==> src/rtl/gtech_reduce_pipe_if.sv <==
// ---------------------------------------------------------------------------
// gtech_reduce_pipe_if
//   Bundles the operand/result handshake of gtech_reduce_pipe.
//
//   A          operand, WIDTH bits
//   MODE       00 AND, 01 OR, 10 XOR, 11 reserved (reduced as AND)
//   INV        invert the final result
//   IN_VALID   operand valid            IN_READY   block accepts operand
//   Z          reduction result         OUT_VALID  Z valid
//   OUT_READY  downstream accepts Z
//   BUSY       any pipeline stage holds valid data
//   ERR        sticky flag: a MODE=11 operand was accepted
//
//   master: the side that supplies operands and consumes results.
//   slave : the reduction pipeline itself.
// ---------------------------------------------------------------------------
interface gtech_reduce_pipe_if #(
    parameter int WIDTH = 4
);
    logic [WIDTH-1:0] A;
    logic [1:0]       MODE;
    logic             INV;
    logic             IN_VALID;
    logic             IN_READY;
    logic             Z;
    logic             OUT_VALID;
    logic             OUT_READY;
    logic             BUSY;
    logic             ERR;

    modport master (
        output A, MODE, INV, IN_VALID, OUT_READY,
        input  IN_READY, Z, OUT_VALID, BUSY, ERR
    );

    modport slave (
        input  A, MODE, INV, IN_VALID, OUT_READY,
        output IN_READY, Z, OUT_VALID, BUSY, ERR
    );
endinterface

==> src/rtl/gtech_reduce_pipe.sv <==
// ---------------------------------------------------------------------------
// gtech_reduce_pipe
//   Pipelined WIDTH-input AND/OR/XOR reduction with optional output inversion
//   (NAND/NOR/XNOR). A FANIN-ary tree with one register level per tree level;
//   LAT = ceil(log_FANIN(WIDTH)) stages (minimum 1). Valid/ready flow control,
//   bubble-collapsing: a stage loads whenever it is empty or its content moves
//   on, so throughput is one operand per cycle and a stalled output lets the
//   upstream stages keep filling until every stage is occupied.
//
//   Ports
//     CP   clock, rising edge
//     RST  synchronous reset, active-high; clears all stage valids, Z and ERR
//     bus  gtech_reduce_pipe_if.slave: A, MODE, INV, IN_VALID, IN_READY,
//          Z, OUT_VALID, OUT_READY, BUSY, ERR
// ---------------------------------------------------------------------------
module gtech_reduce_pipe #(
    parameter int WIDTH = 4,
    parameter int FANIN = 4
) (
    input  logic                CP,
    input  logic                RST,
    gtech_reduce_pipe_if.slave  bus
);

    // Number of bits remaining after k tree levels: ceil(WIDTH / FANIN^k).
    function automatic int lvl_w(input int k);
        int n;
        n = WIDTH;
        for (int i = 0; i < k; i++) n = (n + FANIN - 1) / FANIN;
        return n;
    endfunction

    function automatic int calc_lat();
        int n;
        int l;
        n = WIDTH;
        l = 0;
        while (n > 1) begin
            n = (n + FANIN - 1) / FANIN;
            l++;
        end
        return (l < 1) ? 1 : l;
    endfunction

    localparam int LAT = calc_lat();

    // Identity element used to pad the last, partially filled group:
    // 0 for OR/XOR, 1 for AND and for the reserved code (reduced as AND).
    function automatic logic pad_bit(input logic [1:0] m);
        return (m == 2'b01 || m == 2'b10) ? 1'b0 : 1'b1;
    endfunction

    function automatic logic reduce_grp(input logic [FANIN-1:0] grp, input logic [1:0] m);
        logic r;
        case (m)
            2'b01:   r = |grp;
            2'b10:   r = ^grp;
            default: r = &grp;
        endcase
        return r;
    endfunction

    // -----------------------------------------------------------------------
    // Flow control (shared by all stages)
    // -----------------------------------------------------------------------
    logic [LAT-1:0] vld_q;
    logic [LAT-1:0] vld_in;
    logic [LAT-1:0] ld;
    logic           err_q;
    logic           accept;

    // Stage k loads when it is empty or stage k+1 (or the consumer, for the
    // last stage) takes its content this cycle. Unrolled from the output end
    // so each term is a plain OR with no loop through the vector itself.
    always_comb begin
        logic acc;
        ld  = '0;
        acc = bus.OUT_READY;
        for (int k = LAT - 1; k >= 0; k--) begin
            acc   = acc | !vld_q[k];
            ld[k] = acc;
        end
    end

    always_comb begin
        vld_in    = '0;
        vld_in[0] = bus.IN_VALID;
        for (int k = 1; k < LAT; k++) vld_in[k] = vld_q[k-1];
    end

    assign accept = bus.IN_VALID & ld[0];

    always_ff @(posedge CP) begin
        if (RST) begin
            vld_q <= '0;
            err_q <= 1'b0;
        end else begin
            vld_q <= (vld_in & ld) | (vld_q & ~ld);
            if (accept && bus.MODE == 2'b11) err_q <= 1'b1;
        end
    end

    // -----------------------------------------------------------------------
    // Data stages: stage k reduces a lvl_w(k)-bit vector to lvl_w(k+1) bits.
    // MODE and INV ride along so consecutive operands may use different modes.
    // -----------------------------------------------------------------------
    for (genvar gk = 0; gk < LAT; gk++) begin : g_stg
        localparam int IW = lvl_w(gk);
        localparam int OW = lvl_w(gk + 1);

        logic [IW-1:0]       din;
        logic [1:0]          m_in;
        logic                i_in;
        logic [OW*FANIN-1:0] pad;
        logic [OW-1:0]       red;
        logic [OW-1:0]       dq;

        // ---- stage boundary: inputs come from the port or the prior stage
        if (gk == 0) begin : g_src_port
            assign din  = bus.A;
            assign m_in = bus.MODE;
            assign i_in = bus.INV;
        end else begin : g_src_stage
            assign din  = g_stg[gk-1].dq;
            assign m_in = g_stg[gk-1].g_fwd.mq;
            assign i_in = g_stg[gk-1].g_fwd.iq;
        end

        always_comb begin
            pad           = {(OW*FANIN){pad_bit(m_in)}};
            pad[IW-1:0]   = din;
            red           = '0;
            for (int g = 0; g < OW; g++) red[g] = reduce_grp(pad[g*FANIN +: FANIN], m_in);
        end

        if (gk == LAT - 1) begin : g_last
            // ---- final stage register: Z is the inverted-or-not tree root
            always_ff @(posedge CP) begin
                if (RST) dq <= '0;
                else if (ld[gk]) dq <= red ^ {OW{i_in}};
            end
        end else begin : g_fwd
            // ---- intermediate stage register: partial vector plus controls
            logic [1:0] mq;
            logic       iq;
            always_ff @(posedge CP) begin
                if (ld[gk]) begin
                    dq <= red;
                    mq <= m_in;
                    iq <= i_in;
                end
            end
        end
    end

    assign bus.IN_READY  = ld[0];
    assign bus.Z         = g_stg[LAT-1].dq[0];
    assign bus.OUT_VALID = vld_q[LAT-1];
    assign bus.BUSY      = |vld_q;
    assign bus.ERR       = err_q;

endmodule
==> src/flat_wrapper.sv <==
// flat-port wrapper written by rule: the top's interface ports become plain ports
module gtech_reduce_pipe_flat 
#(
    parameter int WIDTH = 4,
    parameter int FANIN = 4
)
  (CP, RST, bus_A, bus_MODE, bus_INV, bus_IN_VALID, bus_OUT_READY, bus_IN_READY, bus_Z, bus_OUT_VALID, bus_BUSY, bus_ERR);
  gtech_reduce_pipe_if #(.WIDTH(WIDTH)) bus_i ();
  input  logic CP;
  input  logic RST;
  input wire logic [$bits(bus_i.A)-1:0] bus_A;
  input wire logic [$bits(bus_i.MODE)-1:0] bus_MODE;
  input wire logic [$bits(bus_i.INV)-1:0] bus_INV;
  input wire logic [$bits(bus_i.IN_VALID)-1:0] bus_IN_VALID;
  input wire logic [$bits(bus_i.OUT_READY)-1:0] bus_OUT_READY;
  output wire logic [$bits(bus_i.IN_READY)-1:0] bus_IN_READY;
  output wire logic [$bits(bus_i.Z)-1:0] bus_Z;
  output wire logic [$bits(bus_i.OUT_VALID)-1:0] bus_OUT_VALID;
  output wire logic [$bits(bus_i.BUSY)-1:0] bus_BUSY;
  output wire logic [$bits(bus_i.ERR)-1:0] bus_ERR;
  assign bus_i.A = bus_A;
  assign bus_i.MODE = bus_MODE;
  assign bus_i.INV = bus_INV;
  assign bus_i.IN_VALID = bus_IN_VALID;
  assign bus_i.OUT_READY = bus_OUT_READY;
  assign bus_IN_READY = bus_i.IN_READY;
  assign bus_Z = bus_i.Z;
  assign bus_OUT_VALID = bus_i.OUT_VALID;
  assign bus_BUSY = bus_i.BUSY;
  assign bus_ERR = bus_i.ERR;
  gtech_reduce_pipe #(.WIDTH(WIDTH), .FANIN(FANIN)) u_core (.CP(CP), .RST(RST), .bus(bus_i));
endmodule
==> config.mk <==
export PLATFORM = sky130hd
export DESIGN_NAME = gtech_reduce_pipe_flat
export DESIGN_NICKNAME = d
export VERILOG_FILES = /design/src/rtl/gtech_reduce_pipe_if.sv /design/src/rtl/gtech_reduce_pipe.sv /design/src/flat_wrapper.sv
export SDC_FILE = /design/constraint.sdc
export NUM_CORES = 1
export LEC_CHECK = 0
export BUFFER_PORTS_ARGS = -buffer_cell sky130_fd_sc_hd__buf_2
export CAP_MARGIN = 0
export CORE_AREA = 2 2 39 41
export DETAILED_ROUTE_END_ITERATION = 6
export DIE_AREA = 0 0 41 43
export PLACE_DENSITY = 0.41
export SETUP_SLACK_MARGIN = 0.02
export SLEW_MARGIN = 20
export SYNTH_ARGS = -nofsm -noshare
export SYNTH_HDL_FRONTEND = slang
export SYNTH_SLANG_ARGS = --single-unit
==> constraint.sdc <==
create_clock -name CP -period 1.6 [get_ports CP]
set_clock_uncertainty 0.2 [all_clocks]
set_input_delay 0.16 -clock CP [delete_from_list [all_inputs] [get_ports CP]]
set_output_delay 0.16 -clock CP [all_outputs]
set_load 0.02 [all_outputs]
# [After elaboration in Yosys (flattened, before gate mapping)]
# Index checks and enable logic that the tools add are counted.
[op_classes] n_reduce_logical=5 n_mux=1 n_bitwise=6 eq_ne=3
[op_table] op="== test 2 bit, second input constant" n=2
[op_table] op="AND reduction 4 bit" n=1
[op_table] op="OR reduction 4 bit" n=1
[op_table] op="XOR reduction 4 bit" n=1
[op_table] op="bitwise AND 1 bit" n=2
[op_table] op="== test 2 x 1 -> 1 bit, second input constant" n=1
[op_table] op="OR 1 bit" n=2
[op_table] op="case mux 1 bit (2 select lines)" n=1
[op_table] op="logical AND 1 bit" n=1
[op_table] op="zero test 1 bit" n=1
[op_table] op="NOT 1 bit" n=1
[op_table] op="XOR 1 bit" n=1
[totals] word_cells=18 regBits=3

# [Longest topological paths before layout]
[logic_depth] ltp_word=5 depth_mapped=6

# [Worst setup path after synthesis]
# OpenSTA, ideal clock, no wires.
[synth_timing] kind="input -> register" startpoint="input port bus_A[2]" endpoint="register u_core.g_stg[0].dq, in the netlist u_core.bus.Z" setup_slack_ns=0.150 n_path_buf=0 required_ns=1.327 setup_ns=0.073 path_stages=6 t_arrival_ns=1.177 cell_sequence="inv_1 > ha_1 > xor2_1 > nand3b_1 > a2111o_1 > o211ai_2"
[synth_via] elab_chain_len=3 word_cells_on_any_way=5 cone_classes="mux: 1; bitwise: 1; reduce/logical: 3"
[synth_lines] item="from (decl)" line="flat_wrapper.sv:11" text="input wire logic [$bits(bus_i.A)-1:0] bus_A;"
[synth_lines] item="AND reduction 4 bit, or another cell as far along" line="gtech_reduce_pipe.sv:58" text="default: r = &grp;"
[synth_lines] item="case mux 1 bit (2 select lines) *" line="gtech_reduce_pipe.sv:55" text="case (m)"
[synth_lines] item="XOR 1 bit *" line="gtech_reduce_pipe.sv:140" text="else if (ld[gk]) dq <= red ^ {OW{i_in}};"
[synth_lines] item="to (signal assigned)" line="gtech_reduce_pipe.sv:140"
[synth_lines] item="to (decl)" line="gtech_reduce_pipe.sv:116" text="logic [OW-1:0] dq;"
# Every way passes the cells marked *; elsewhere a longest branch is shown, timed or not.
# A chain may end at the register's enable or synchronous reset.

==> flow_summary.rst <==
.. list-table::
   :header-rows: 1

   * - Metric
     - Value
   * - Fraction of post-synthesis cell area in the top cell type by area
     - a little under a third
   * - Mapped Area
     - approximately 280 um2
   * - DRC violation total after the first TritonRoute iteration
     - 9
   * - Min Clock Period, post-route
     - 1.56 ns
   * - Fraction of final layout cells with drive strength greater than 1
     - 41.8%
   * - Number of rows created at floorplan
     - 14
   * - Antenna diode count
     - 0
   * - Aggregate global routing overflow
     - 0
   * - CTS sink cnt
     - 3
   * - CP Class
     - input port to register
   * - Number of remaining DRC errors
     - 0
   * - Pin count of the biggest net entering global routing
     - 6
   * - Number of synthesized register bits
     - 3
   * - Status
     - finished clean
   * - Post-route clock period utilization
     - 97.7%
   * - Post-synthesis to final-layout area growth
     - 61.5%
   * - # Max-Cap Violations
     - 0
   * - Effective utilization at floorplan
     - between 20% and 30%
   * - Synth Instances
     - 33
   * - Wire length of the first global-routing pass
     - just over 1 mm
   * - Detailed-router iteration count before antenna repair
     - 4
   * - Number of setup violations in the final report
     - 0
   * - Number of antenna-violating nets in the routed design
     - 0
   * - Drt via density
     - about 4.3
   * - Chip Width
     - ~41 um
   * - Average cell area after synthesis
     - approximately 8.6 um2
   * - Net load switching power
     - 87.7 uW
   * - Critical path startpoint category
     - input port
   * - Yosys Warn Count
     - 0
   * - Largest area contributor in the synthesized netlist
     - ha_1
   * - Via count of the first global-routing pass
     - 267
   * - Highest ir drop seen on vdd
     - 0.216 mV
   * - Relative contribution of sequential cells to total power
     - between 20 and 30%
   * - Max_slew headroom
     - between 80% and 90%
   * - Net Count, Synth
     - between 50 and 60
   * - Number of filler cells placed in the layout
     - about 150
   * - Max clock buf depth
     - 2
   * - Tightest Pin Transition
     - around 0.20 ns
   * - Cell area power density
     - 668 nW/um2
   * - Worst min path class
     - input port to register
   * - Setup repair after global routing missed its margin
     - no
   * - Category of the worst setup path capture point
     - register
   * - Part of the total power dissipated in the clock network
     - 44.1%
   * - CTS tree
     - yes
   * - Area of the core region
     - approximately 1400 um2
   * - Portion of total power attributed to combinational logic
     - roughly 28%
   * - GR Layer Usage met3
     - 4.71%
   * - Count of vias placed by the detailed router
     - 307
   * - Count of buffers from port buffering
     - 15
   * - M1 GR Usage
     - 10.2%
   * - Top post-synthesis cells by area
     - ha_1, dfxtp_1, inv_1
   * - Internal cell power
     - 217 uW
   * - Clock Tree Root
     - clkbuf_4
   * - Worst Path Max Fanout
     - 2
   * - Sequential cell area fraction in the yosys report
     - about a fifth
   * - Number of nets in the final layout
     - 74
   * - Achievable clock frequency
     - 0.640 GHz
   * - TritonCTS buffer count
     - 3
   * - Final GP Congestion
     - ~0.63
   * - Number of hold violations in the final report
     - 0
   * - Met2 Track Usage GR
     - a little under an eighth
   * - Worst endpoint required time
     - 1.51 ns
   * - Net switching share of the total power
     - ~29%
   * - Clock Pin Slew Worst Setup and Hold Paths
     - ~0.04 ns
   * - Placed Cells incl. Taps
     - between 60 and 70
   * - Number of unique standard cell types used by synthesis
     - 13
   * - Wirelength per Cell
     - about 9 um
   * - Top Usage Layer GRT
     - met2
   * - Ports placed on the boundary
     - 16
   * - Count of pins over their slew limit
     - 0
   * - Die ar.
     - 1760 um2
   * - Vertical extent of the die
     - between 40 and 50 um
   * - All-Layer GR Usage
     - 8.82%
   * - TNS Setup
     - 0 ns
   * - Detailed placement HPWL
     - 464 um
   * - Clock insertion delay at the later pin of the skew report
     - roughly 0.23 ns
   * - Non-filler instance count after layout
     - a little over 70
   * - Antenna violations before repair
     - 0
   * - H-Tree Depth
     - 1
   * - Reported leakage power
     - about 0.25 nW
   * - Crit path arrival time
     - 1.48 ns
   * - Total wire length
     - 621 um
layout make-up:
| cell class | count | area (um2) | share of cell area (%) |
|---|---|---|---|
| multi-input cells | 22 | 204 | 44.7 |
| clock buffers | 4 | 26.3 | 5.75 |
| repair buffers | 19 | 119 | 26.0 |
| well taps | 16 | 20.0 | 4.38 |
| inverters | 7 | 26.3 | 5.75 |
| flip-flops and latches | 3 | 61.3 | 13.4 |
layout by cell type, fill, tap and decap left out:
cell	instances
xor2_1	1
nor2_1	2
nor2_4	1
buf_4	1
nor2b_1	1
o211ai_2	1
a31oi_1	1
ha_1	7
dfxtp_1	2
a2111o_1	1
dlygate4sd3_1	3
clkbuf_4	3
a32oi_1	1
nor2b_4	1
buf_2	14
inv_1	7
clkbuf_1	1
nand2_1	2
buf_6	1
dfxtp_2	1
nand3b_1	3
power by group through the flow:
stage / Sequential [mW] / Clock (mW) / Combinational (mW)
global placement: 0.0847 / 0 / 0.0751
CTS: 0.0837 / 0.137 / 0.0803
floorplan: 0.0918 / 0 / 0.0372
global route: 0.0851 / 0.141 / 0.0962
finish: 0.0840 / 0.134 / 0.0864
detailed placement: 0.0849 / 0 / 0.0738
synthesized netlist by cell type (all sizes together):
| cell type | number |
|---|---|
| o211ai | 1 |
| xor2 | 1 |
| buf | 1 |
| a31oi | 1 |
| a2111o | 1 |
| inv | 7 |
| ha | 7 |
| nand2 | 2 |
| nor2 | 3 |
| nor2b | 2 |
| nand3b | 3 |
| dfxtp | 3 |
| a32oi | 1 |
path summary, 6_finish.rpt:
check | startpoint | cells after the start | endpoint | slack (ns)
max | bus_IN_VALID | 4 | register | 0.04
min | bus_INV | 3 | u_core.bus.Z | 0.05
max reg2reg | register | 5 | register | 0.08
min reg2reg | u_core.bus.ERR | 2 | u_core.bus.ERR | 0.28
metrics by stage:
stage / hold slack (ns) / worst slack, ns / instance area, um2 / utilization [%] / power (mW)
global route: 0.0778 / 0.0169 / 457 / 33.0 / 0.323
global placement: 0.190 / 0.00448 / 378 / 27.3 / 0.160
finish: 0.0453 / 0.0372 / 457 / 33.0 / 0.305
detailed placement: 0.178 / -0.000967 / 378 / 27.3 / 0.159
CTS: 0.0484 / 0.0333 / 434 / 31.4 / 0.301
floorplan: 0.0324 / 0.150 / 283 / - / 0.129
kinds of logic (layout without fill, tap and decap cells):
| family | after synthesis | in the layout | share of synthesized area, % |
|---|---|---|---|
| and+or+nand+nor | 10 | 10 | 19.0 |
| buffers and inverters | 8 | 30 | 11.9 |
| adders and majority gates | 7 | 7 | 31.0 |
| AOI/OAI and AO/OA | 4 | 4 | 13.7 |
| DFF | 3 | 3 | 21.2 |
| xor gates and xnor gates | 1 | 1 | 3.10 |
what timing repair did:
item / CTS / global route
endpoints found under the setup margin: 0 / 1
hold buffers: 3 / 0
endpoints found under the hold margin: 2 / 0
gates resized for setup: 0 / 6
buffers inserted: 0 / 1
worst max-delay path: stages:
cell and delay, ns:
dlygate4sd3_1 0.61, nor2_4 0.12, nor2_1 0.04, dlygate4sd3_1 0.54
metal layers:
metal  share of wire, %  vias up  wire length (um)
met5                  0        -                 0
met4                  0        0                 0
met3                2.7        0                17
met2                 56        8               345
met1                 42      149               258
li1                   -      150                 -
Power figures use the tool's default switching activity.
